**config.mk**
```make
export PLATFORM = sky130hd
export DESIGN_NAME = fifo_reader
export DESIGN_NICKNAME = d
export VERILOG_FILES = /design/src/rtl/fifo_reader_pkg.sv /design/src/rtl/fifo_reader_buf.sv /design/src/rtl/fifo_reader.sv
export SDC_FILE = /design/constraint.sdc
export NUM_CORES = 1
export LEC_CHECK = 0
export CAP_MARGIN = 15
export CORE_ASPECT_RATIO = 1.25
export CORE_UTILIZATION = 55
export CTS_BUF_LIST = sky130_fd_sc_hd__clkbuf_2
export DETAILED_ROUTE_END_ITERATION = 10
export PLACE_DENSITY = 0.79
export SLEW_MARGIN = 30
export SYNTH_ARGS = -nofsm -noshare
export SYNTH_HDL_FRONTEND = slang
export SYNTH_SLANG_ARGS = --single-unit
```
**constraint.sdc**
```tcl
create_clock -name clk -period 3.8 [get_ports clk]
set_input_delay 0.57 -clock clk [delete_from_list [all_inputs] [get_ports clk]]
set_output_delay 0.57 -clock clk [all_outputs]
set_load 0.05 [all_outputs]
```
**src/rtl/fifo_reader_pkg.sv**
```systemverilog
// fifo_reader_pkg: shared widths and FSM state type for the fifo_reader slice.
//   FIFO_DATA_W : byte width of the FIFO read port and output stream
//   STAT_W      : width of the optional statistics counters
//   state_e     : reader FSM states (IDLE, DRAIN, FLUSH)
package fifo_reader_pkg;

  localparam int unsigned FIFO_DATA_W = 8;
  localparam int unsigned STAT_W      = 32;

  typedef enum logic [1:0] {
    ST_IDLE  = 2'd0,
    ST_DRAIN = 2'd1,
    ST_FLUSH = 2'd2
  } state_e;

endpackage

```
**src/rtl/fifo_reader_buf.sv**
```systemverilog
// fifo_reader_buf: small ring buffer that decouples FIFO read latency from the
// downstream valid/ready handshake. Head valid and head data are registered.
//   clk, rst_n  : clock, async active-low reset
//   push        : write push_data (caller guarantees space)
//   push_data   : byte to store
//   pop         : consume head entry (caller guarantees head_valid)
//   occ         : registered entry count
//   head_valid  : registered (occ != 0)
//   head_data   : registered oldest entry, held while not popped
module fifo_reader_buf
  import fifo_reader_pkg::*;
#(
  parameter  int unsigned DEPTH = 3,
  localparam int unsigned OCC_W = $clog2(DEPTH + 1)
) (
  input  logic                   clk,
  input  logic                   rst_n,
  input  logic                   push,
  input  logic [FIFO_DATA_W-1:0] push_data,
  input  logic                   pop,
  output logic [OCC_W-1:0]       occ,
  output logic                   head_valid,
  output logic [FIFO_DATA_W-1:0] head_data
);

  localparam int unsigned PTR_W = (DEPTH > 1) ? $clog2(DEPTH) : 1;

  logic [FIFO_DATA_W-1:0] mem [DEPTH];
  logic [PTR_W-1:0]       rd_ptr;
  logic [PTR_W-1:0]       wr_ptr;
  logic [PTR_W-1:0]       rd_ptr_nx;
  logic [PTR_W-1:0]       wr_ptr_nx;
  logic [OCC_W-1:0]       occ_nx;
  logic [FIFO_DATA_W-1:0] head_nx;

  // Pointer increment with wrap at DEPTH (DEPTH need not be a power of two).
  function automatic logic [PTR_W-1:0] ptr_inc(input logic [PTR_W-1:0] p);
    ptr_inc = (p == PTR_W'(DEPTH - 1)) ? '0 : p + PTR_W'(1);
  endfunction

  // Next pointers, occupancy and head; the head bypasses the array when the
  // entry being written becomes the new head in the same cycle.
  always_comb begin
    rd_ptr_nx = pop  ? ptr_inc(rd_ptr) : rd_ptr;
    wr_ptr_nx = push ? ptr_inc(wr_ptr) : wr_ptr;
    occ_nx    = occ;
    if (push && !pop) begin
      occ_nx = occ + OCC_W'(1);
    end else if (pop && !push) begin
      occ_nx = occ - OCC_W'(1);
    end
    head_nx = (push && (wr_ptr == rd_ptr_nx)) ? push_data : mem[rd_ptr_nx];
  end

  // Storage array; contents are don't-care until written.
  always_ff @(posedge clk) begin
    if (push) begin
      mem[wr_ptr] <= push_data;
    end
  end

  // Pointers, count and registered head.
  always_ff @(posedge clk or negedge rst_n) begin
    if (!rst_n) begin
      rd_ptr     <= '0;
      wr_ptr     <= '0;
      occ        <= '0;
      head_valid <= 1'b0;
      head_data  <= '0;
    end else begin
      rd_ptr     <= rd_ptr_nx;
      wr_ptr     <= wr_ptr_nx;
      occ        <= occ_nx;
      head_valid <= (occ_nx != '0);
      if (occ_nx != '0) begin
        head_data <= head_nx;
      end
    end
  end

endmodule

```
**src/rtl/fifo_reader.sv**
```systemverilog
// fifo_reader: read-side master for the byte FIFO. On start it drains exactly
// len bytes, retrying reads that find the FIFO empty, and presents them on a
// valid/ready stream through a BUF_DEPTH-entry output buffer.
// Optional statistics counters are built when FIFO_READER_STATS_EN is defined.
//   clk, rst_n       : clock, async active-low reset
//   start, len       : command strobe and byte count (sampled in IDLE)
//   busy, done       : transfer in progress, one-cycle completion pulse
//   fifo_read_en     : FIFO read request (registered)
//   fifo_data_out    : FIFO read data
//   fifo_read_valid  : FIFO read data valid, one cycle after a request
//   m_data, m_valid  : output stream byte and valid
//   m_ready          : downstream ready
//   stat_bytes       : (FIFO_READER_STATS_EN) bytes delivered
//   stat_misses      : (FIFO_READER_STATS_EN) requests that returned no data
module fifo_reader
  import fifo_reader_pkg::*;
#(
  parameter int unsigned LEN_W     = 16,
  parameter int unsigned BUF_DEPTH = 3
) (
  input  logic                   clk,
  input  logic                   rst_n,
  input  logic                   start,
  input  logic [LEN_W-1:0]       len,
  output logic                   busy,
  output logic                   done,
  output logic                   fifo_read_en,
  input  logic [FIFO_DATA_W-1:0] fifo_data_out,
  input  logic                   fifo_read_valid,
  output logic [FIFO_DATA_W-1:0] m_data,
  output logic                   m_valid,
  input  logic                   m_ready
`ifdef FIFO_READER_STATS_EN
  ,
  output logic [STAT_W-1:0]      stat_bytes,
  output logic [STAT_W-1:0]      stat_misses
`endif
);

  localparam int unsigned OCC_W = $clog2(BUF_DEPTH + 1);
  localparam int unsigned SUM_W = OCC_W + 1;

  state_e           state;
  logic [LEN_W-1:0] remaining;
  logic [LEN_W-1:0] rem_nx;
  logic             inflight;
  logic             push;
  logic             pop;
  logic             drain_nx;
  logic             rd_en_nx;
  logic [OCC_W-1:0] occ;
  logic [OCC_W-1:0] occ_nx;

  // A read returns data only for a request we actually issued.
  assign push = inflight && fifo_read_valid;
  assign pop  = m_valid && m_ready;

  fifo_reader_buf #(
    .DEPTH (BUF_DEPTH)
  ) u_buf (
    .clk        (clk),
    .rst_n      (rst_n),
    .push       (push),
    .push_data  (fifo_data_out),
    .pop        (pop),
    .occ        (occ),
    .head_valid (m_valid),
    .head_data  (m_data)
  );

  // Buffer occupancy after this edge.
  always_comb begin
    occ_nx = occ;
    if (push && !pop) begin
      occ_nx = occ + OCC_W'(1);
    end else if (pop && !push) begin
      occ_nx = occ - OCC_W'(1);
    end
  end

  // Next remaining count and read request. The request is evaluated on the
  // post-edge values so it behaves exactly like a function of registered
  // state, with no path from m_ready or fifo_read_valid to the pin.
  always_comb begin
    rem_nx   = remaining;
    drain_nx = 1'b0;
    case (state)
      ST_IDLE: begin
        if (start && (len != '0)) begin
          rem_nx   = len;
          drain_nx = 1'b1;
        end
      end
      ST_DRAIN: begin
        if (push) begin
          rem_nx = remaining - LEN_W'(1);
        end
        drain_nx = (rem_nx != '0);
      end
      default: begin
        drain_nx = 1'b0;
      end
    endcase
    // inflight after the edge equals the current request.
    rd_en_nx = drain_nx
            && (rem_nx > LEN_W'(fifo_read_en))
            && ((SUM_W'(occ_nx) + SUM_W'(fifo_read_en)) < SUM_W'(BUF_DEPTH));
  end

  // Control FSM with registered outputs.
  always_ff @(posedge clk or negedge rst_n) begin
    if (!rst_n) begin
      state        <= ST_IDLE;
      remaining    <= '0;
      inflight     <= 1'b0;
      fifo_read_en <= 1'b0;
      busy         <= 1'b0;
      done         <= 1'b0;
    end else begin
      remaining    <= rem_nx;
      inflight     <= fifo_read_en;
      fifo_read_en <= rd_en_nx;
      done         <= 1'b0;
      case (state)
        ST_IDLE: begin
          if (start) begin
            if (len == '0) begin
              done <= 1'b1;
            end else begin
              state <= ST_DRAIN;
              busy  <= 1'b1;
            end
          end
        end
        ST_DRAIN: begin
          // The final push always leaves at least one byte buffered.
          if (rem_nx == '0) begin
            state <= ST_FLUSH;
          end
        end
        ST_FLUSH: begin
          if (occ_nx == '0) begin
            state <= ST_IDLE;
            busy  <= 1'b0;
            done  <= 1'b1;
          end
        end
        default: begin
          state <= ST_IDLE;
          busy  <= 1'b0;
        end
      endcase
    end
  end

`ifdef FIFO_READER_STATS_EN
  logic miss;
  assign miss = inflight && !fifo_read_valid;

  // Free-running statistics, cleared only by reset.
  always_ff @(posedge clk or negedge rst_n) begin
    if (!rst_n) begin
      stat_bytes  <= '0;
      stat_misses <= '0;
    end else begin
      if (pop) begin
        stat_bytes <= stat_bytes + STAT_W'(1);
      end
      if (miss) begin
        stat_misses <= stat_misses + STAT_W'(1);
      end
    end
  end
`endif

endmodule

```
# After elaboration in Yosys (flattened, before gate mapping)
# Memories as Yosys holds them, arrays and structs flattened. A register that Yosys moved wholly into a read port is not among the register bits.
# Index checks and enable logic that the tools add are counted.
# classes
n_addsub,6
n_lt_le_gt_ge,2
eq_ne,8
mux,26
bitwise,1
reduce_logical,19
# ops
operator,n
$mux W16,3
$logic_not A16 Y1,2
$pmux W16 S2,1
$reduce_bool A16 Y1,2
$mux W2,9
$gt A16 B1 Y1,1
$sub A16 B1 Y16 const B,1
$mux W1,9
$ne A2 B2 Y1 const B,4
$reduce_and A4 Y1,2
$logic_and A1 B1 Y1,7
$add A2 B1 Y2 const B,3
$eq A2 B2 Y1 const B,3
$pmux W2 S3,1
$logic_not A2 Y1,2
$pmux W1 S2,2
$add A2 B1 Y3,1
$logic_not A1 Y1,3
$lt A3 B2 Y1 const B,1
$pmux W1 S3,1
$eq A2 B1 Y1 const B,1
$reduce_bool A2 Y1,1
$sub A2 B1 Y2 const B,1
$not A1 Y1,1
# totals
register_bits,29
ram_bits,24
inputBits,29
n_memories,1
# memory_table
name,depth,width,rd,rd_ports_with_merged_regs,wr,line_no,source
u_buf.mem,3,8,1,1,1,fifo_reader_buf.sv:28,logic [FIFO_DATA_W-1:0] mem [DEPTH];

# Depth between registers and ports, before layout
# logic_depth
ltp_word,8
mapped_depth,10
ltp_nobuf,9

# Hierarchy
# From an unflattened synthesis, not the netlist that was laid out.
# hier_totals
hier_cells,334
area_unflattened_um2,3632.2
# modules_own_cells
mod,n_inst,cells_each,area_each_um2,seq_area_each_um2
fifo_reader_buf,1,124,1866.8,1096.1
fifo_reader,1,210,1765.4,550.5

# Worst setup path before layout
# Ideal clock, no wire load.
# synth_path
kind,input to register
from,input len[11]
to,register fifo_read_en
setup_time_ns,0.119
arrival_time_ns,2.710
required_time_ns,3.681
setup_slack_ns,0.971
cell_stages,7
path_buffers,0
path_cell_list,nor4_1 a41oi_1 nor2_4 a222oi_1 or4_1 or4_1 o21a_1
# synth_via
elab_chain_len,7
word_cells_on_any_way,9
classes_between,order compare: 1; mux: 4; reduce/logical: 4
# synth_rtl
element,line_no,source
"start, declared",fifo_reader.sv:24,"input logic [LEN_W-1:0] len,"
$reduce_bool A16 Y1,fifo_reader.sv:89,if (start && (len != '0)) begin
$logic_and A1 B1 Y1,fifo_reader.sv:89,
$mux W16,fifo_reader.sv:89,
$pmux W16 S2,fifo_reader.sv:87,case (state)
net rem_nx[1],fifo_reader.sv:45,logic [LEN_W-1:0] rem_nx;
$gt A16 B1 Y1,fifo_reader.sv:106,&& (rem_nx > LEN_W'(fifo_read_en))
$logic_and A1 B1 Y1,fifo_reader.sv:106,
$logic_and A1 B1 Y1,fifo_reader.sv:107,&& ((SUM_W'(occ_nx) + SUM_W'(fifo_read_en)) < SUM_W'(BUF_DEPTH));
net rd_en_nx,fifo_reader.sv:50,logic rd_en_nx;
"end signal, assigned",fifo_reader.sv:122,fifo_read_en <= rd_en_nx;
"end, declared",fifo_reader.sv:27,"output logic fifo_read_en,"
# The timed path passes the listed nets, and every way through them passes these cells.
# A chain may end at the register's enable or synchronous reset.

# Worst setup path after layout
# layout_path
from,register state[0]
to,register fifo_read_en
# layout_via
elab_chain_len,5
word_cells_on_any_way,7
classes_between,order compare: 1; eq/ne: 1; mux: 2; reduce/logical: 3
# layout_rtl
element,line_no,source
"start, declared",fifo_reader.sv:43,state_e state;
"start signal, assigned",fifo_reader.sv:113,state <= ST_IDLE;
"start signal, assigned",fifo_reader.sv:130,state <= ST_DRAIN;
"start signal, assigned",fifo_reader.sv:138,state <= ST_FLUSH;
$eq A2 B1 Y1 / $logic_not A2 Y1 (equally long branches),fifo_reader.sv:87,
$pmux W16 S2 *,fifo_reader.sv:87,
net rem_nx[5],fifo_reader.sv:45,
$gt A16 B1 Y1 *,fifo_reader.sv:106,
$logic_and A1 B1 Y1 *,fifo_reader.sv:106,
$logic_and A1 B1 Y1 *,fifo_reader.sv:107,
net rd_en_nx,fifo_reader.sv:50,
# Mark *: on every way through the listed nets, which the timed path passes. The rest lies on a longest branch.

==> metrics.cfg <==
[clock_network]
h-tree-depth=3
postCtsSetupBuffers=0
clk_pin_slew_ns=0.21
clkLatencyLatePin_ns=0.50
ctsLongestPathBuffers=2
cts-root-buf=clkbuf_2
hold_buffers=0
ctsResizeCount=0
cts_buffers=9
cts_tree=built
cts_sinks=61

[power_and_ir_drop]
peakVddDrop_v=0.0003711
p_leak_nw=1.530
powerDensity_mw_per_mm2=790.2

[grt]
grtUsageTotal_pct=27.99
antenna_found_initial=0
grt_overflow=0
grt_pass1_vias=2583
grt_start_max_net_pins=38
grt_pass1_wl_um=12840

[timing]
setup_viol=0
tns_ns=0
report.final.slew_viol_count=0
rsz0062_at_grt=no
skew_ns=0.04029
timing.fmax_ghz=0.3187
finalWorstSetupSlack_ns=0.6619
worst_pin_slew_ns=0.9588
period_needed_ns=3.138
final.period_utilization_pct=82.58
finalHoldViolCount=1
hold_ws_ns=-0.01314
relSlewSlack_pct=35.94

[placement]
hpwl_um=5929
portBuffers=40
gp_congestion=0.9331
place_ws_ns=0.3007
dpl-instance-area_mm2=0.003724

[finish]
final_area_mm2=0.003846
n_antenna_cell=0
post_route_cells_drive_above_1_share_pct=13.50
nNetsFinal=391
fin_util_pct=69.71
area_delta_synth_final_pct=20.31

[drt]
antenna_left=0
firstDrtPassIters=5
drtIter0Drc=251
avgViaCountPerCell=6.192
drt-wirelength-per-cell_um=18.52
vias=2644
finalWirelength_um=7910
drc=0

[floorplanning]
core-area_mm2=0.005518
die_h_um=87.24
rows=30
io_pins=41
die_x_um=70.19
initial_core_util_pct=57.94
dieArea_mm2=0.006123

[setup_path]
start_kind=flip-flop
max_stage_delay_ns=0.60
critical_path_buf_inv_count=0
crit_family=simple AND/OR/NAND/NOR gates
slowest_stage=nor2b_2
path_depth=7
crit_chain=nor2b_2, nand4_1, nand2_1, o21ai_0, or4_1, or4_1, o21a_1
reg2regPathDepth=7
required_ns=4.19
worstSetupPathType=reg -> reg
cpMostUsedCell=or4_1
critical_path.max_fanout=15
end_kind=flip-flop
critPathArrivalTime_ns=3.53

[yosys]
synth_edf_count=24
ys_warn_count=0
synth.yosys.seq_area_share_pct=51.51
synth_nets=335
synth_seq_cells=61
synthCells=302
synthesis.area_mm2=0.003197
synthFlopType=dfrtp_1
syn_avg_cell_area_um2=10.59
async_flop_share_pct=60.66
synth_cell_types=61

[status]
status=finished with violations
violations=hold timing

[hold_path]
hold_path_class=in -> async

[run]
cap_violations=0

-- metal layers --
layer / wire, um / track usage [%] / share of wire [%] / vias up
met5: 0 / 0 / 0 / -
met3: 327 / 5.324 / 4.1 / 23
li1: - / - / - / 1256
met4: 297 / 13.27 / 3.8 / 0
met2: 4121 / 50.44 / 52 / 105
met1: 3163 / 31.99 / 40 / 1260
-- synthesized netlist by cell type, types with 3 or more instances --
cell type	n	area share [%]
dfrtp_1	37	29
nand2_1	25	2.9
edfxtp_1	24	23
o21ai_0	22	3.4
nor2_1	21	2.5
mux2i_1	18	5.6
a21oi_1	17	2.7
inv_1	13	1.5
nor4_1	11	2.2
clkbuf_1	8	0.94
nor3_1	8	1.3
nand3_1	6	0.94
xnor2_1	6	1.6
nand2b_1	5	0.98
a31oi_1	4	0.78
ha_1	4	1.6
nand4_1	4	0.78
o211ai_1	4	0.94
or4_1	4	0.94
a221o_1	3	0.94
nor3b_1	3	0.70
-- layout make-up --
type,instances,area (um2)
inverters,13,48.80
multi-input cells,215,1418
fillers,433,1672
clock buffers,9,45.04
well taps,64,80.08
repair buffers,58,533.0
flip-flops and latches,61,1647
clock inverters,7,75.07
-- power breakdown --
| part | internal [mW] | switching, mW |
|---|---|---|
| Combinational | 0.626 | 0.861 |
| Sequential | 0.916 | 0.222 |
| Clock | 0.156 | 0.260 |
-- sequential cells by signal, summed over array words and instances, names as in the netlist, 2 cells and up --
name             count
u_buf.mem           24
u_buf.head_data      8
u_buf.rd_ptr         2
u_buf.occ            2
u_buf.wr_ptr         2
state                2
remaining           16
-- per-stage QoR --
step / total power [mW] / cells
after floorplan: 2.117 / 302
after global placement: 2.583 / 411
after detailed placement: 2.626 / 411
after CTS: 3.036 / 427
after global routing: 3.242 / 427
final: 3.039 / 427
-- kinds of logic (layout without fill, tap and decap cells) --
group                      count (synthesis)  in the layout  synth area share [%]
and+or+nand+nor                          112            112                 19.61
AOI/OAI and AO/OA                         74             74                 15.62
DFF                                       61             61                 51.51
buffers and inverters                     26             87                 4.149
muxes                                     18             18                 5.636
xor gates and xnor gates                   7              7                 1.918
adders and majority gates                  4              4                 1.566
-- final timing paths --
check,startpoint,end,slack [ns]
setup / recovery,state[0],fifo_read_en,0.66
hold / removal,rst_n,state[0],-0.01
setup reg to reg,state[0],fifo_read_en,0.66
hold reg to reg,u_buf.head_data[6],u_buf.head_data[6],0.51
max in group asynchronous,rst_n,u_buf.wr_ptr[0],3.42
min in group clk,u_buf.head_data[6],u_buf.head_data[6],0.51
-- cell usage in the layout (no fill, tap or decap), types with 5 or more instances in the layout --
cell type	instances
clkdlybuf4s50_1	39
dfrtp_1	37
nand2_1	25
edfxtp_1	24
o21ai_0	22
nor2_1	21
buf_4	19
mux2i_1	18
a21oi_1	17
inv_1	13
nor4_1	11
clkbuf_2	9
nor3_1	8
nand3_1	6
xnor2_1	6
nand2b_1	5
(Power assumes the default switching activity.)
